===== config.mk =====
export PLATFORM = sky130hd
export DESIGN_NAME = obi_cpuif_bridge
export DESIGN_NICKNAME = d
export VERILOG_FILES = /design/src/rtl/obi_cpuif_bridge.sv
export SDC_FILE = /design/constraint.sdc
export NUM_CORES = 1
export LEC_CHECK = 0
export BUFFER_PORTS_ARGS = -buffer_cell sky130_fd_sc_hd__buf_2
export CAP_MARGIN = 25
export CORE_MARGIN = 3
export CORE_UTILIZATION = 41
export CTS_CLUSTER_SIZE = 40
export DETAILED_ROUTE_END_ITERATION = 8
export PLACE_DENSITY = 0.75
export SETUP_SLACK_MARGIN = 0.1
export SKIP_CTS_REPAIR_TIMING = 1
export SLEW_MARGIN = 40
export SYNTH_ARGS = -nofsm -noshare
export SYNTH_HDL_FRONTEND = slang
export SYNTH_SLANG_ARGS = --single-unit

===== constraint.sdc =====
create_clock -name clk -period 6.1 [get_ports clk]
set_input_delay 1.83 -clock clk [delete_from_list [all_inputs] [get_ports clk]]
set_output_delay 1.83 -clock clk [all_outputs]
set_load 0.02 [all_outputs]

===== src/rtl/obi_cpuif_bridge.sv =====
// rtl/obi_cpuif_bridge.sv - OBI subordinate to cpuif register-block bridge
//
// Purpose:
//   Converts OBI A-channel requests into single-cycle cpuif request strobes.
//   The cpuif returns in-order acknowledgements, which are queued as OBI
//   R-channel responses. An ID FIFO carries each request's aid to its
//   response. An outstanding counter limits accepted-but-unanswered
//   transactions to MAX_OUTSTANDING.
//
// Ports:
//   clk, arst_n                    clock, asynchronous active-low reset
//   req/addr/we/be/wdata/aid, gnt  OBI address channel
//   rvalid/rready/rdata/err/rid    OBI response channel
//   cpuif_req/_is_wr/_addr/_wr_*   cpuif request (combinational from OBI)
//   cpuif_req_stall_wr/_rd         cpuif back-pressure, selected by we
//   cpuif_rd_ack/_err/_data        cpuif read completion
//   cpuif_wr_ack/_err              cpuif write completion
module obi_cpuif_bridge #(
  parameter int DATA_WIDTH       = 32,
  parameter int ADDR_WIDTH       = 32,
  parameter int CPUIF_ADDR_WIDTH = 16,
  parameter int ID_WIDTH         = 1,
  parameter int MAX_OUTSTANDING  = 2
) (
  input  logic                        clk,
  input  logic                        arst_n,
  input  logic                        req,
  input  logic [ADDR_WIDTH-1:0]       addr,
  input  logic                        we,
  input  logic [DATA_WIDTH/8-1:0]     be,
  input  logic [DATA_WIDTH-1:0]       wdata,
  input  logic [ID_WIDTH-1:0]         aid,
  output logic                        gnt,
  output logic                        rvalid,
  input  logic                        rready,
  output logic [DATA_WIDTH-1:0]       rdata,
  output logic                        err,
  output logic [ID_WIDTH-1:0]         rid,
  output logic                        cpuif_req,
  output logic                        cpuif_req_is_wr,
  output logic [CPUIF_ADDR_WIDTH-1:0] cpuif_addr,
  output logic [DATA_WIDTH-1:0]       cpuif_wr_data,
  output logic [DATA_WIDTH-1:0]       cpuif_wr_biten,
  input  logic                        cpuif_req_stall_wr,
  input  logic                        cpuif_req_stall_rd,
  input  logic                        cpuif_rd_ack,
  input  logic                        cpuif_rd_err,
  input  logic [DATA_WIDTH-1:0]       cpuif_rd_data,
  input  logic                        cpuif_wr_ack,
  input  logic                        cpuif_wr_err
);

  localparam int CNT_WIDTH = $clog2(MAX_OUTSTANDING + 1);
  localparam int PTR_WIDTH = (MAX_OUTSTANDING > 1) ? $clog2(MAX_OUTSTANDING) : 1;
  localparam logic [CNT_WIDTH-1:0] MAX_CNT  = CNT_WIDTH'(MAX_OUTSTANDING);
  localparam logic [PTR_WIDTH-1:0] LAST_PTR = PTR_WIDTH'(MAX_OUTSTANDING - 1);

  // FIFO depth need not be a power of two, so pointers wrap explicitly.
  function automatic logic [PTR_WIDTH-1:0] ptr_inc(input logic [PTR_WIDTH-1:0] p);
    return (p == LAST_PTR) ? '0 : p + 1'b1;
  endfunction

  logic                 stall_sel;
  logic                 accept;
  logic                 ack;
  logic                 ack_valid;
  logic [ID_WIDTH-1:0]  ack_id;
  logic [DATA_WIDTH-1:0] ack_data;
  logic                 ack_err;
  logic                 id_empty;
  logic                 id_bypass;
  logic                 id_push;
  logic                 id_pop;
  logic                 rsp_push;
  logic                 rsp_pop;
  logic [CNT_WIDTH-1:0] outstanding;

  logic [ID_WIDTH-1:0]  id_mem [MAX_OUTSTANDING];
  logic [PTR_WIDTH-1:0] id_wr_ptr;
  logic [PTR_WIDTH-1:0] id_rd_ptr;
  logic [CNT_WIDTH-1:0] id_count;

  logic [DATA_WIDTH-1:0] rsp_data_mem [MAX_OUTSTANDING];
  logic                  rsp_err_mem  [MAX_OUTSTANDING];
  logic [ID_WIDTH-1:0]   rsp_id_mem   [MAX_OUTSTANDING];
  logic [PTR_WIDTH-1:0]  rsp_wr_ptr;
  logic [PTR_WIDTH-1:0]  rsp_rd_ptr;
  logic [CNT_WIDTH-1:0]  rsp_count;

  // Request side
  assign stall_sel = we ? cpuif_req_stall_wr : cpuif_req_stall_rd;
  assign gnt       = !stall_sel && (outstanding < MAX_CNT);
  assign accept    = req && gnt;

  assign cpuif_req       = accept;
  assign cpuif_req_is_wr = we;
  assign cpuif_addr      = addr[CPUIF_ADDR_WIDTH-1:0];
  assign cpuif_wr_data   = wdata;

  for (genvar i = 0; i < DATA_WIDTH; i++) begin : g_biten
    assign cpuif_wr_biten[i] = be[i/8];
  end

  if (CPUIF_ADDR_WIDTH < ADDR_WIDTH) begin : g_addr_unused
    logic unused_addr_hi;
    assign unused_addr_hi = ^addr[ADDR_WIDTH-1:CPUIF_ADDR_WIDTH];
  end

  // Completion side. With an empty ID FIFO, a same-cycle ack belongs to the
  // request being accepted now, so its aid bypasses the FIFO entirely.
  assign ack       = cpuif_rd_ack || cpuif_wr_ack;
  assign id_empty  = (id_count == '0);
  assign ack_valid = ack && (!id_empty || accept);
  assign id_bypass = ack_valid && id_empty;
  assign ack_id    = id_empty ? aid : id_mem[id_rd_ptr];
  assign ack_data  = cpuif_rd_ack ? cpuif_rd_data : '0;
  assign ack_err   = cpuif_rd_ack ? cpuif_rd_err : cpuif_wr_err;

  assign id_push  = accept && !id_bypass;
  assign id_pop   = ack_valid && !id_empty;
  assign rsp_push = ack_valid;
  assign rsp_pop  = rvalid && rready;

  // Response side; outputs are masked so they read zero when nothing is queued.
  assign rvalid = (rsp_count != '0);
  assign rdata  = rvalid ? rsp_data_mem[rsp_rd_ptr] : '0;
  assign err    = rvalid ? rsp_err_mem[rsp_rd_ptr]  : 1'b0;
  assign rid    = rvalid ? rsp_id_mem[rsp_rd_ptr]   : '0;

  always_ff @(posedge clk or negedge arst_n) begin
    if (!arst_n) begin
      outstanding <= '0;
      id_wr_ptr   <= '0;
      id_rd_ptr   <= '0;
      id_count    <= '0;
      rsp_wr_ptr  <= '0;
      rsp_rd_ptr  <= '0;
      rsp_count   <= '0;
    end else begin
      outstanding <= outstanding + CNT_WIDTH'(accept) - CNT_WIDTH'(rsp_pop);
      id_count    <= id_count + CNT_WIDTH'(id_push) - CNT_WIDTH'(id_pop);
      rsp_count   <= rsp_count + CNT_WIDTH'(rsp_push) - CNT_WIDTH'(rsp_pop);
      if (id_push)  id_wr_ptr  <= ptr_inc(id_wr_ptr);
      if (id_pop)   id_rd_ptr  <= ptr_inc(id_rd_ptr);
      if (rsp_push) rsp_wr_ptr <= ptr_inc(rsp_wr_ptr);
      if (rsp_pop)  rsp_rd_ptr <= ptr_inc(rsp_rd_ptr);
    end
  end

  // Storage arrays need no reset: occupancy counters gate every read.
  always_ff @(posedge clk) begin
    if (id_push) id_mem[id_wr_ptr] <= aid;
    if (rsp_push) begin
      rsp_data_mem[rsp_wr_ptr] <= ack_data;
      rsp_err_mem[rsp_wr_ptr]  <= ack_err;
      rsp_id_mem[rsp_wr_ptr]   <= ack_id;
    end
  end

`ifndef SYNTHESIS
  // An ack with nothing outstanding in the ID FIFO and no accept is dropped.
  orphan_ack_check: assert property (@(posedge clk) disable iff (!arst_n)
    !(ack && id_empty && !accept));
`endif

endmodule


### Yosys cells after proc, flatten, opt, wreduce, memory -nomap -nowiden

Memories as Yosys holds them, arrays and structs flattened.
Cells that the tools add are included.

* bits in registers: 10
* memory bits (writable): 70
* input port bits: 112
* memories: 4

Memory list
* rsp_data_mem: depth 2, width 32, read ports 1, clocked after memory_dff 0, wr ports 1, line 83 `logic [DATA_WIDTH-1:0] rsp_data_mem [MAX_OUTSTANDING];`
* id_mem: depth 2, width 1, read ports 1, clocked after memory_dff 0, wr ports 1, line 78 `logic [ID_WIDTH-1:0] id_mem [MAX_OUTSTANDING];`
* rsp_err_mem: depth 2, width 1, read ports 1, clocked after memory_dff 0, wr ports 1, line 84 `logic rsp_err_mem [MAX_OUTSTANDING];`
* rsp_id_mem: depth 2, width 1, read ports 1, clocked after memory_dff 0, wr ports 1, line 85 `logic [ID_WIDTH-1:0] rsp_id_mem [MAX_OUTSTANDING];`

* $add $sub $neg: 10
* magnitude comparators: 1
* mux-type cells: 15
* reduce and logical (&&, ||, !) cells: 14

Operators by type and width (number)
* 32-bit two-way mux: 2
* 1-bit two-way mux: 13
* 1-bit logical AND: 7
* 2-bit by 1-bit adder with 2-bit output: 3
* 2-bit by 1-bit subtractor with 2-bit output: 3
* 1-bit adder, second input constant: 4
* 1-bit zero test: 3
* 2-bit zero test: 1
* 1-bit logical OR: 2
* 2-bit less-than comparator, second input constant: 1
* 2-bit nonzero test: 1

### Logic depth before layout (Yosys ltp)

Gate-level depths: netlist of run 1.

* depth after elaboration: 11
* gate-level depth with buffers: 8

### Worst setup path before layout of run 1

No wires, ideal clock.

* path kind: input to register
* start point: input we
* end point: memory rsp_data_mem[1][0] (enable)
* setup time: 0.429 ns
* data arrival time: 4.062 ns
* data required time: 5.671 ns
* setup slack: 1.609 ns
* stages: 3
* cells stage by stage: mux2_4 > o31a_1 > nor2b_1

* cells in the longest elaborated chain, start to end: 8

Ends and longest elaborated chain
* start: declaration: line 29 `input logic we,`
* 1-bit two-way mux: line 91 `assign stall_sel = we ? cpuif_req_stall_wr : cpuif_req_stall_rd;`
* 1-bit zero test: line 92 `assign gnt = !stall_sel && (outstanding < MAX_CNT);`
* 1-bit logical AND: line 92
* 1-bit logical AND: line 93 `assign accept = req && gnt;`
* 1-bit logical OR: line 113 `assign ack_valid = ack && (!id_empty || accept);`
* 1-bit logical AND: line 113
* 1-bit two-way mux: line 153 `if (rsp_push) begin`
* 1-bit two-way mux (implied by the code): line 154 `rsp_data_mem[rsp_wr_ptr] <= ack_data;`
* end: declaration: line 83

No other way between the ends.

### Worst setup path in the final report of run 1

* start point: input we
* end point: output cpuif_req

* cells in the longest elaborated chain, start to end: 4

Ends and longest elaborated chain
* 1-bit two-way mux: line 91
* 1-bit zero test: line 92
* 1-bit logical AND: line 92
* 1-bit logical AND: line 93
* end: declaration: line 39 `output logic cpuif_req,`

No other way between the ends.

==> results of run 1 <==
==> critical path: cells and delay by family <==
kind	cells	cell delay, ns
buf+inv	2	0.30
mux	1	0.33
simple gates	1	0.15
==> worst min path at each step <==
stage                                   to                   start  slack [ns]
detailed placement   id_rd_ptr$_DFFE_PN0P_   id_rd_ptr$_DFFE_PN0P_        0.49
global placement     id_wr_ptr$_DFFE_PN0P_   id_wr_ptr$_DFFE_PN0P_        0.48
CTS                  id_rd_ptr$_DFFE_PN0P_   id_rd_ptr$_DFFE_PN0P_        0.50
floorplan           rsp_count[1]$_DFF_PN0_  rsp_count[1]$_DFF_PN0_        0.45
finish               id_rd_ptr$_DFFE_PN0P_   id_rd_ptr$_DFFE_PN0P_        0.50
global route         id_rd_ptr$_DFFE_PN0P_   id_rd_ptr$_DFFE_PN0P_        0.53
==> kinds of logic (layout without fill, tap and decap cells) <==
kind of cell | Yosys count | after routing | share of synthesized area
buffers and inverters | 101 | 109 | 0.1727
flip-flops | 80 | 80 | 0.5839
AND/OR/NAND/NOR | 79 | 79 | 0.09659
multiplexers | 37 | 37 | 0.09348
XOR/XNOR | 11 | 11 | 0.02391
adder cells (fa/ha/maj) | 5 | 5 | 0.01553
AO/OA/AOI/OAI | 5 | 5 | 0.01398
==> sequential cells by signal (all words and copies together), names as in the netlist <==
name	cells
id_count	2
id_mem	2
rsp_wr_ptr	1
rsp_data_mem	64
outstanding	2
rsp_id_mem	2
rsp_err_mem	2
id_rd_ptr	1
id_wr_ptr	1
rsp_rd_ptr	1
rsp_count	2
==> placed cells by master, fill, tap and decap left out, types with 2 or more instances in the layout <==
cell type	count
sky130_fd_sc_hd__buf_16	3
sky130_fd_sc_hd__mux2i_1	35
sky130_fd_sc_hd__clkinv_1	2
sky130_fd_sc_hd__xnor2_1	9
sky130_fd_sc_hd__nor2_1	40
sky130_fd_sc_hd__inv_2	2
sky130_fd_sc_hd__buf_2	81
sky130_fd_sc_hd__and2_1	33
sky130_fd_sc_hd__clkbuf_8	9
sky130_fd_sc_hd__edfxtp_1	70
sky130_fd_sc_hd__ha_1	5
sky130_fd_sc_hd__dfrtp_1	9
sky130_fd_sc_hd__nor2_4	2
sky130_fd_sc_hd__xor2_1	2
sky130_fd_sc_hd__inv_1	7
sky130_fd_sc_hd__clkinv_4	2
==> area by class of cell <==
class	count	area, um2	share of cell area
Clock buffer	9	123.9	0.02923
Clock inverter	7	71.32	0.01683
Inverter	9	33.78	0.007972
Multi-Input combinational cell	137	1003	0.2368
Sequential cell	80	2356	0.5559
Tap cell	129	161.4	0.03809
Timing Repair Buffer	84	488.0	0.1151
==> per-stage QoR <==
step	utilization	hold WS, ns	power, mW	instance area, um2	std cells
global placement	0.4203	0.4836	1.872	3958	436
CTS	0.4472	0.5017	2.335	4210	454
finish	0.4501	0.4950	2.317	4238	455
detailed placement	0.4264	0.4869	1.950	4015	438
floorplan	-	0.4465	1.672	4029	318
global route	0.4501	0.5274	2.476	4238	455
==> layer usage <==
layer  share of wire  vias to the layer above  GRT usage
li1                -                      990          -
met1            0.37                     1020     0.1414
met2            0.52                       91     0.2424
met3           0.077                       37    0.05065
met4           0.034                        0    0.06935
met5               0                        -          0
==> power by group <==
part,total [mW],switching [mW],internal (mW)
combinational,0.957,0.575,0.381
sequential,0.975,0.127,0.847
clock,0.385,0.196,0.189
total,2.32,0.899,1.42
==> key figures, run 1 <==
Logic synthesis
  • Number of synthesized flops with an enable pin: 70
  • Share of flip-flops with an asynchronous set or reset: 0.1250
  • Total of flip-flops plus latches after synthesis: 80
  • Post-synthesis instance area: 4029 um2
  • Most frequent cell after synthesis: sky130_fd_sc_hd__buf_4
  • Dominant cells by area after synthesis: sky130_fd_sc_hd__edfxtp_1 52%, sky130_fd_sc_hd__buf_4 15%, sky130_fd_sc_hd__mux2i_1 8.7%
  • Avg Cell Area, Syn: 12.67 um2
  • Proportion of netlist area held by the largest area contributor: 0.5217
  • Most numerous cell types in the synthesized netlist: 81 x sky130_fd_sc_hd__buf_4, 70 x sky130_fd_sc_hd__edfxtp_1, 42 x sky130_fd_sc_hd__nor2_1
  • Yosys warning count: 0
  • Syn nets: 435
  • Sequential element share of the synthesized area: 0.5839
  • Synth cell types: 25
  • Top flip-flop cell by instance count after synthesis: sky130_fd_sc_hd__edfxtp_1
  • Post-Synthesis Cells: 318
  • Post-synth top area cell: sky130_fd_sc_hd__edfxtp_1

Die
  • Width of the die: 105.1 um
  • Initial standard-cell utilization of the core: 0.4279
  • Placement Rows: 35
  • Number of ports placed on the die boundary: 230
  • Die Height: 105.1 um
  • Core region area: 9415 um2
  • DIE AREA: 11050 um2

Timing
  • Least setup slack across all paths after layout: 1.667 ns
  • Achievable clock frequency: 225.6 MHz
  • Transition time of the tightest slew-check pin: 0.6166 ns
  • Final critical delay including setup and external delays: 4.433 ns
  • Normalized max-slew margin: 0.5889
  • Setup violators final: 0
  • Worst-case clock skew: 0.009013 ns
  • Max-slew violation count: 0
  • RSZ-0062 raised after global routing: false
  • Final worst path period share: 0.7268
  • Total count of hold-check failures in the final report: 0
  • Setup_tns: 0 ns

Critical path
  • Slowest Stage Delay on Critical Path: 0.33 ns
  • CP most frequent cell: sky130_fd_sc_hd__buf_2
  • R2R Path End: outstanding[1]$_DFF_PN0_
  • Critical-path maximum fanout: 5
  • CP Capture Type: primary output
  • Arrival time of the worst setup path: 2.60 ns
  • Capturing element of the worst setup path: cpuif_req
  • Minimum setup slack among reg-to-reg paths: 3.94 ns
  • Critical R2R Launch: rsp_count[0]$_DFF_PN0_
  • Slowest cell on crit path: sky130_fd_sc_hd__mux2_4
  • Launch point of the critical path: we
  • CP startpoint kind: input pin
  • Worst path cell trace: buf_2 > mux2_4 > nor2_1 > buf_2
  • Critical path required time: 4.27 ns
  • Number of cells on the worst reg-to-reg path: 9
  • Worst setup path class: input pin to primary output

Outcome
  • Run status: complete, no violations

Placement
  • # port buffers: 81
  • Gpl congestion: 0.7330
  • Detailed placer's ending HPWL: 5044 um
  • Placement Setup Slack: 1.661 ns

Detailed routing
  • Number of detailed-route iterations in the first pass: 4
  • Average wire length per cell after detail routing: 15.99 um
  • Vias per cell: 4.699
  • Detailed-route via count: 2138
  • 1st-iter DRT viols: 62
  • Antenna Nets Post-Route: 0
  • Detailed Route WL: 7277 um
  • Number of DRC violations after detailed routing: 0

Global route
  • Maximum number of pins on one net before global-route repair: 37
  • Antenna violations before repair: 0
  • Global-route usage over all layers: 0.1370
  • Via count of the first global-routing pass: 2380
  • Global-route wire length before repair: 11790 um
  • Grt ovf: 0

Power
  • Power per unit of standard cell area: 546.7 nW/um2
  • Leakage power of the design: 1.790 nW
  • IR Drop Worst-Case VDD: 240.6 uV

Final layout
  • Share of cells above drive strength 1: 0.3313
  • Area grow syn2layout: 5.186%
  • Number of nets in the finished design: 438
  • Filler Cell Count: 863
  • Antenna diode count: 0

Clock network
  • # clock sinks: 80
  • Maximum buffer depth of the clock tree: 2
  • Clock transition at path regs: 0.08 ns
  • Total CTS buffers: 9
  • Clock insertion delay at the later pin of the skew report: 0.34 ns
  • Master cell of the clock root buffer: sky130_fd_sc_hd__clkbuf_8
  • CTS tree: done
  • Number of H-tree branching levels: 3

Job
  • Maxcap violations: 0

Worst hold path
  • Depth of the worst hold-timing path: 1
  • Worst min-delay path class: register to register
(Power assumes the default switching activity.)
==> run 2, diff against run 1 <==
==> constraint.sdc (replaced) <==
create_clock -name clk -period 4.6 [get_ports clk]
set_input_delay 1.38 -clock clk [delete_from_list [all_inputs] [get_ports clk]]
set_output_delay 1.38 -clock clk [all_outputs]
set_load 0.02 [all_outputs]
==> run 2 against run 1 <==
  * Clock power rose by 29%
  * Critical path depth stayed put
  * Power rose by 29%
  * Count of clock-buffer cells in the layout is 1 higher
  * Sequential power grew 32%
  * Sequential share of layout area is 0.82 points higher
  * Utilization decreased by 0.65 points
  * Worst setup slack worse by 0.60 ns
  * Register-to-register slack got worse by 1.7 ns
  * Non-clock buffer count stayed put
  * Critical path type unchanged
==> key figures, run 2 (synthesis gave the netlist of run 1 again) <==
Outcome
  • Run status: complete, no violations

Final layout
  • Final standard cell count with taps included and fillers excluded: 455
  • Layout Cell Area excl Fill: 4177 um2
  • Antenna diode count: 0
  • Area grow syn2layout: 3.665%
  • Number of nets in the finished design: 438
  • Commonest non-fill, non-tap cells in the layout: 81 x sky130_fd_sc_hd__buf_2, 70 x sky130_fd_sc_hd__edfxtp_1, 40 x sky130_fd_sc_hd__nor2_1, 35 x sky130_fd_sc_hd__mux2i_1, 33 x sky130_fd_sc_hd__and2_1
  • Most frequent standard cell in the layout excluding fill and tap cells: sky130_fd_sc_hd__buf_2
  • Reg with most FFs: rsp_data_mem
  • Share of cells above drive strength 1: 0.3282
  • Max reg flops: 64
  • End-of-flow core utilization: 0.4436

Worst hold path
  • Worst min-delay path class: register to register
  • Startpoint of the most critical hold path: id_wr_ptr$_DFFE_PN0P_
  • Depth of the worst hold-timing path: 1
  • Worst hold path endpoint: id_wr_ptr$_DFFE_PN0P_

Clock network
  • Clock transition at path regs: 0.07 ns
  • # clock sinks: 80
  • Number of H-tree branching levels: 3
  • CTS tree: done
  • Maximum buffer depth of the clock tree: 2
  • Clock insertion delay at the later pin of the skew report: 0.34 ns
  • Total CTS buffers: 9
  • Master cell of the clock root buffer: sky130_fd_sc_hd__clkbuf_8

Detailed routing
  • Vias per cell: 4.593
  • Number of DRC violations after detailed routing: 0
  • Number of detailed-route iterations in the first pass: 4
  • 1st-iter DRT viols: 87
  • Detailed-route via count: 2090
  • Antenna Nets Post-Route: 0
  • Detailed Route WL: 7287 um
  • Average wire length per cell after detail routing: 16.02 um

Critical path
  • R2R Path End: rsp_data_mem[1][3]$_DFFE_PP_
  • Critical R2R Launch: outstanding[1]$_DFF_PN0_
  • Worst path cell trace: buf_2 > mux2_4 > nor2_1 > buf_2
  • Critical path required time: 3.22 ns
  • CP Capture Type: primary output
  • Number of cells on the worst reg-to-reg path: 4
  • Minimum setup slack among reg-to-reg paths: 2.25 ns
  • Worst setup path class: input pin to primary output
  • Slowest cell on crit path: sky130_fd_sc_hd__mux2_4
  • Arrival time of the worst setup path: 2.15 ns
  • Slowest Stage Delay on Critical Path: 0.33 ns
  • CP most frequent cell: sky130_fd_sc_hd__buf_2
  • Critical-path maximum fanout: 5
  • CP startpoint kind: input pin

Timing
  • Achievable clock frequency: 283.4 MHz
  • Transition time of the tightest slew-check pin: 0.7266 ns
  • Max-slew violation count: 0
  • Least setup slack across all paths after layout: 1.071 ns
  • Worst-case clock skew: 0.005778 ns
  • Final worst path period share: 0.7672
  • Normalized max-slew margin: 0.5145
  • Final critical delay including setup and external delays: 3.529 ns
  • Setup_tns: 0 ns
  • Setup violators final: 0
  • RSZ-0062 raised after global routing: false
  • Total count of hold-check failures in the final report: 0

Die
  • DIE AREA: 11050 um2
  • Number of ports placed on the die boundary: 230
  • Placement Rows: 35
  • Initial standard-cell utilization of the core: 0.4279
  • Core region area: 9415 um2
  • Die Height: 105.1 um
  • Width of the die: 105.1 um

Global route
  • Maximum number of pins on one net before global-route repair: 37
  • Global-route wire length before repair: 11410 um
  • Via count of the first global-routing pass: 2223
  • Antenna violations before repair: 1
  • Grt ovf: 0
  • Global-route usage over all layers: 0.1357

Placement
  • Placement Setup Slack: 0.9144 ns
  • Gpl congestion: 0.7205
  • Cell Count Post-Placement: 439
  • Detailed placer's ending HPWL: 5088 um
  • # port buffers: 81
  • Post-placement cell area: 3990 um2

Power
  • IR Drop Worst-Case VDD: 322.8 uV
  • Cell-internal power: 1.829 mW
  • Leakage power of the design: 1.768 nW
  • Relative contribution of the clock network to total power: 0.165
  • Share of total power in sequential cells: 0.431
  • Psw: 1.166 mW
  • Switching share of power: 0.3893
  • Power per unit of standard cell area: 717.2 nW/um2
  • Proportion of power drawn by combinational gates: 0.404

Job
  • Maxcap violations: 0
-- run 2: power by group through the flow --
stage | clock (mW) | combinational, mW | sequential [mW]
global route | 0.543 | 1.32 | 1.33
detailed placement | 0 | 1.24 | 1.31
finish | 0.495 | 1.21 | 1.29
floorplan | 0 | 1.01 | 1.21
global placement | 0 | 1.20 | 1.29
CTS | 0.510 | 1.24 | 1.30
-- run 2: metrics by stage --
stage	total power, mW	hold slack [ns]
global placement	2.497	0.4851
CTS	3.049	0.4999
finish	2.996	0.4971
floorplan	2.217	0.4465
global route	3.196	0.5412
detailed placement	2.551	0.4876
-- run 2: area by class of cell --
| type | instances | area [um2] |
|---|---|---|
| multi-input combinational | 137 | 1003 |
| fill | 863 | 5239 |
| timing repair buffer | 84 | 435.4 |
| tap | 129 | 161.4 |
| sequential | 80 | 2356 |
| inverter | 9 | 33.78 |
| clock buffer | 10 | 127.6 |
| clock inverter | 6 | 58.81 |
-- run 2: worst max-delay path, delay by kind of cell --
kind | cells | cell delay [ns]
buf+inv | 2 | 0.30
simple gates | 1 | 0.14
mux | 1 | 0.33
-- run 2: how the worst max path moves through the flow --
stage                      start                             to  slack [ns]  cells past startpoint
floorplan                     we   rsp_data_mem[1][0]$_DFFE_PP_        0.56                      3
global placement    cpuif_rd_ack  rsp_data_mem[1][10]$_DFFE_PP_        1.00                      5
detailed placement  cpuif_rd_ack   rsp_data_mem[0][1]$_DFFE_PP_        0.91                      5
CTS                           we                      cpuif_req        1.07                      4
global route                  we                      cpuif_req        0.99                      4
finish                        we                      cpuif_req        1.07                      4
-- run 2: layer usage --
layer  global-route usage  routed length [um]  vias up
li1                     -                   -      994
met4              0.07498                 220        2
met3              0.04880                 520       35
met2               0.2379                3771       84
met5                    0                  13        -
met1               0.1402                2761      975
==> run 3, diff against run 2 <==
--- a/config.mk
+++ b/config.mk
@@ -5,6 +5,7 @@
 export SDC_FILE = /design/constraint.sdc
 export NUM_CORES = 1
 export LEC_CHECK = 0
+export ABC_AREA = 1
 export BUFFER_PORTS_ARGS = -buffer_cell sky130_fd_sc_hd__buf_2
 export CAP_MARGIN = 25
 export CORE_MARGIN = 3
==> constraint.sdc (replaced) <==
create_clock -name clk -period 3.32 [get_ports clk]
set_input_delay 0.996 -clock clk [delete_from_list [all_inputs] [get_ports clk]]
set_output_delay 0.996 -clock clk [all_outputs]
set_load 0.02 [all_outputs]
==> run 3 against run 2 <==
  * Design area grew 3.9%
  * Register-to-register slack lost 0.74 ns
  * Critical endpoint is now rdata[29]
  * Global-route usage grew 0.89 points
  * Sequential share of layout area shrank 2.2 points
  * Highest routed layer is now met4
  * Synthesized cell count grew 31%
  * Routed wire length grew 8.6%
  * Critical path depth grew 1
  * Via count grew 22%
==> key figures, run 3 <==
Outcome
  • Run status: complete, no violations

Clock network
  • Clock insertion delay at the later pin of the skew report: 0.35 ns
  • Master cell of the clock root buffer: sky130_fd_sc_hd__clkbuf_8
  • Total CTS buffers: 9
  • Maximum buffer depth of the clock tree: 2
  • CTS tree: done
  • Number of H-tree branching levels: 3
  • # clock sinks: 80
  • Clock transition at path regs: 0.07 ns

Logic synthesis
  • Most numerous cell types in the synthesized netlist: 114 x sky130_fd_sc_hd__nand2_1, 86 x sky130_fd_sc_hd__buf_4, 70 x sky130_fd_sc_hd__edfxtp_1
  • Most frequent cell after synthesis: sky130_fd_sc_hd__nand2_1
  • Sequential element share of the synthesized area: 0.5639
  • Post-synthesis instance area: 4172 um2
  • Yosys warning count: 0
  • Number of synthesized flops with an enable pin: 70
  • Top flip-flop cell by instance count after synthesis: sky130_fd_sc_hd__edfxtp_1
  • Avg Cell Area, Syn: 10.05 um2
  • Post-synth top area cell: sky130_fd_sc_hd__edfxtp_1
  • Dominant cells by area after synthesis: sky130_fd_sc_hd__edfxtp_1 50%, sky130_fd_sc_hd__buf_4 15%, sky130_fd_sc_hd__nand2_1 10%
  • Share of flip-flops with an asynchronous set or reset: 0.1250
  • Proportion of netlist area held by the largest area contributor: 0.5039
  • Synth cell types: 23
  • Syn nets: 532
  • Total of flip-flops plus latches after synthesis: 80
  • Post-Synthesis Cells: 415

Detailed routing
  • Number of detailed-route iterations in the first pass: 4
  • Detailed-route via count: 2553
  • Antenna Nets Post-Route: 0
  • Number of DRC violations after detailed routing: 0
  • Average wire length per cell after detail routing: 14.18 um
  • Detailed Route WL: 7913 um
  • Vias per cell: 4.575
  • 1st-iter DRT viols: 131

Timing
  • RSZ-0062 raised after global routing: false
  • Max-slew violation count: 0
  • Normalized max-slew margin: 0.6521
  • Achievable clock frequency: 351.6 MHz
  • Transition time of the tightest slew-check pin: 0.5219 ns
  • Least setup slack across all paths after layout: 0.4755 ns
  • Setup_tns: 0 ns
  • Final critical delay including setup and external delays: 2.845 ns
  • Final worst path period share: 0.8568
  • Total count of hold-check failures in the final report: 0
  • Setup violators final: 0
  • Worst-case clock skew: 0.007567 ns

Job
  • Maxcap violations: 0

Placement
  • # port buffers: 81
  • Cell Count Post-Placement: 542
  • Placement Setup Slack: 0.6914 ns
  • Detailed placer's ending HPWL: 5689 um
  • Gpl congestion: 0.7178

Final layout
  • Commonest non-fill, non-tap cells in the layout: 114 x sky130_fd_sc_hd__nand2_1, 81 x sky130_fd_sc_hd__buf_2, 70 x sky130_fd_sc_hd__edfxtp_1, 50 x sky130_fd_sc_hd__inv_1, 36 x sky130_fd_sc_hd__a21oi_1
  • End-of-flow core utilization: 0.4419
  • Share of cells above drive strength 1: 0.2918
  • Max reg flops: 64
  • Most frequent standard cell in the layout excluding fill and tap cells: sky130_fd_sc_hd__nand2_1
  • Filler Cell Count: 980
  • Antenna diode count: 0
  • Final standard cell count with taps included and fillers excluded: 558
  • Total area of multi-input combinational cells: 915.9 um2
  • Reg with most FFs: rsp_data_mem
  • Area grow syn2layout: 4.019%
  • Area of all sequential standard cells: 2352 um2
  • Number of nets in the finished design: 537

Power
  • Power per unit of standard cell area: 978.0 nW/um2
  • Leakage power of the design: 2.080 nW
  • IR Drop Worst-Case VDD: 450.5 uV

Global route
  • Antenna violations before repair: 0
  • Maximum number of pins on one net before global-route repair: 35
  • Global-route usage over all layers: 0.1446
  • Global-route wire length before repair: 12600 um
  • Via count of the first global-routing pass: 2601
  • Grt ovf: 0

Critical path
  • Critical-path maximum fanout: 34
  • Arrival time of the worst setup path: 1.85 ns
  • CP Capture Type: primary output
  • CP startpoint kind: register
  • Worst setup path class: register to primary output
  • Critical path required time: 2.32 ns

Die
  • Core region area: 9819 um2
  • Placement Rows: 36
  • Die Height: 106.9 um
  • Initial standard-cell utilization of the core: 0.4248
  • Width of the die: 106.9 um
  • DIE AREA: 11420 um2
  • Number of ports placed on the die boundary: 230

Worst hold path
  • Worst min-delay path class: register to register
run 3: changes by cell type in the layout (fill, tap and decap cells not counted), sizes merged, moves of 3 or more:
cell / delta
inv: +45
a21oi: +36
mux2i: -35
xnor2: -4
nor2: -30
nand3: +3
nand2: +118
and2: -33
buf: +5
run 3: through the flow:
| step | instance area, um2 | power [mW] | hold slack (ns) |
|---|---|---|---|
| after global placement | 4126 | 3.471 | 0.4525 |
| after CTS | 4339 | 4.309 | 0.4775 |
| final | 4339 | 4.244 | 0.4883 |
| after floorplan | 4174 | 3.059 | 0.4419 |
| after global routing | 4339 | 4.556 | 0.4886 |
| after detailed placement | 4126 | 3.534 | 0.4583 |
run 3: routing by layer:
metal,routed length (um),part of all wire,track usage,vias to the layer above
met5,0,0,0,-
met4,203,0.026,0.07397,0
met3,583,0.074,0.04696,25
met2,4202,0.53,0.2576,96
met1,2924,0.37,0.1520,1200
li1,-,-,-,1232
run 3: cell families (layout without fill, tap and decap cells):
family | Yosys count | after routing | share of synthesized area
xor gates and xnor gates | 7 | 7 | 0.01470
DFF | 80 | 80 | 0.5639
and+or+nand+nor | 136 | 136 | 0.1449
buffers and inverters | 151 | 161 | 0.2184
AOI/OAI and AO/OA | 36 | 36 | 0.04319
adders and majority gates | 5 | 5 | 0.01500
run 3: worst paths after layout:
| path | endpoint | slack, ns | cells past startpoint | start |
|---|---|---|---|---|
| max | rdata[29] | 0.48 | 5 | rsp_rd_ptr$_DFFE_PN0P_ |
| min | rsp_wr_ptr$_DFFE_PN0N_ | 0.49 | 2 | rsp_wr_ptr$_DFFE_PN0N_ |
| max reg2reg | rsp_data_mem[1][26]$_DFFE_PP_ | 1.51 | 6 | outstanding[1]$_DFF_PN0_ |
| min reg2reg | rsp_wr_ptr$_DFFE_PN0N_ | 0.49 | 2 | rsp_wr_ptr$_DFFE_PN0N_ |
| max in group asynchronous | rsp_rd_ptr$_DFFE_PN0P_ | 2.61 | 1 | arst_n |
| min in group asynchronous | rsp_count[1]$_DFF_PN0_ | 0.50 | 1 | arst_n |
run 3: power breakdown:
group / switching (mW) / internal, mW / total (mW)
Sequential: 0.113 / 1.52 / 1.64
Combinational: 1.26 / 0.582 / 1.84
Clock: 0.345 / 0.424 / 0.769
run 3: final cells by class:
class	count	share of cell area
inverter	56	0.04931
clock inverter	5	0.01874
multi-input combinational	184	0.2111
sequential	80	0.5421
tap	133	0.03835
clock buffer	11	0.03028
timing repair buffer	89	0.1101
run 3: critical path: stages (launching register included):
cell and delay [ns]:
sky130_fd_sc_hd__dfrtp_1 0.35, sky130_fd_sc_hd__buf_4 0.22, sky130_fd_sc_hd__clkinv_2 0.44, sky130_fd_sc_hd__nand2_1 0.19
sky130_fd_sc_hd__a21oi_1 0.11, sky130_fd_sc_hd__buf_2 0.17
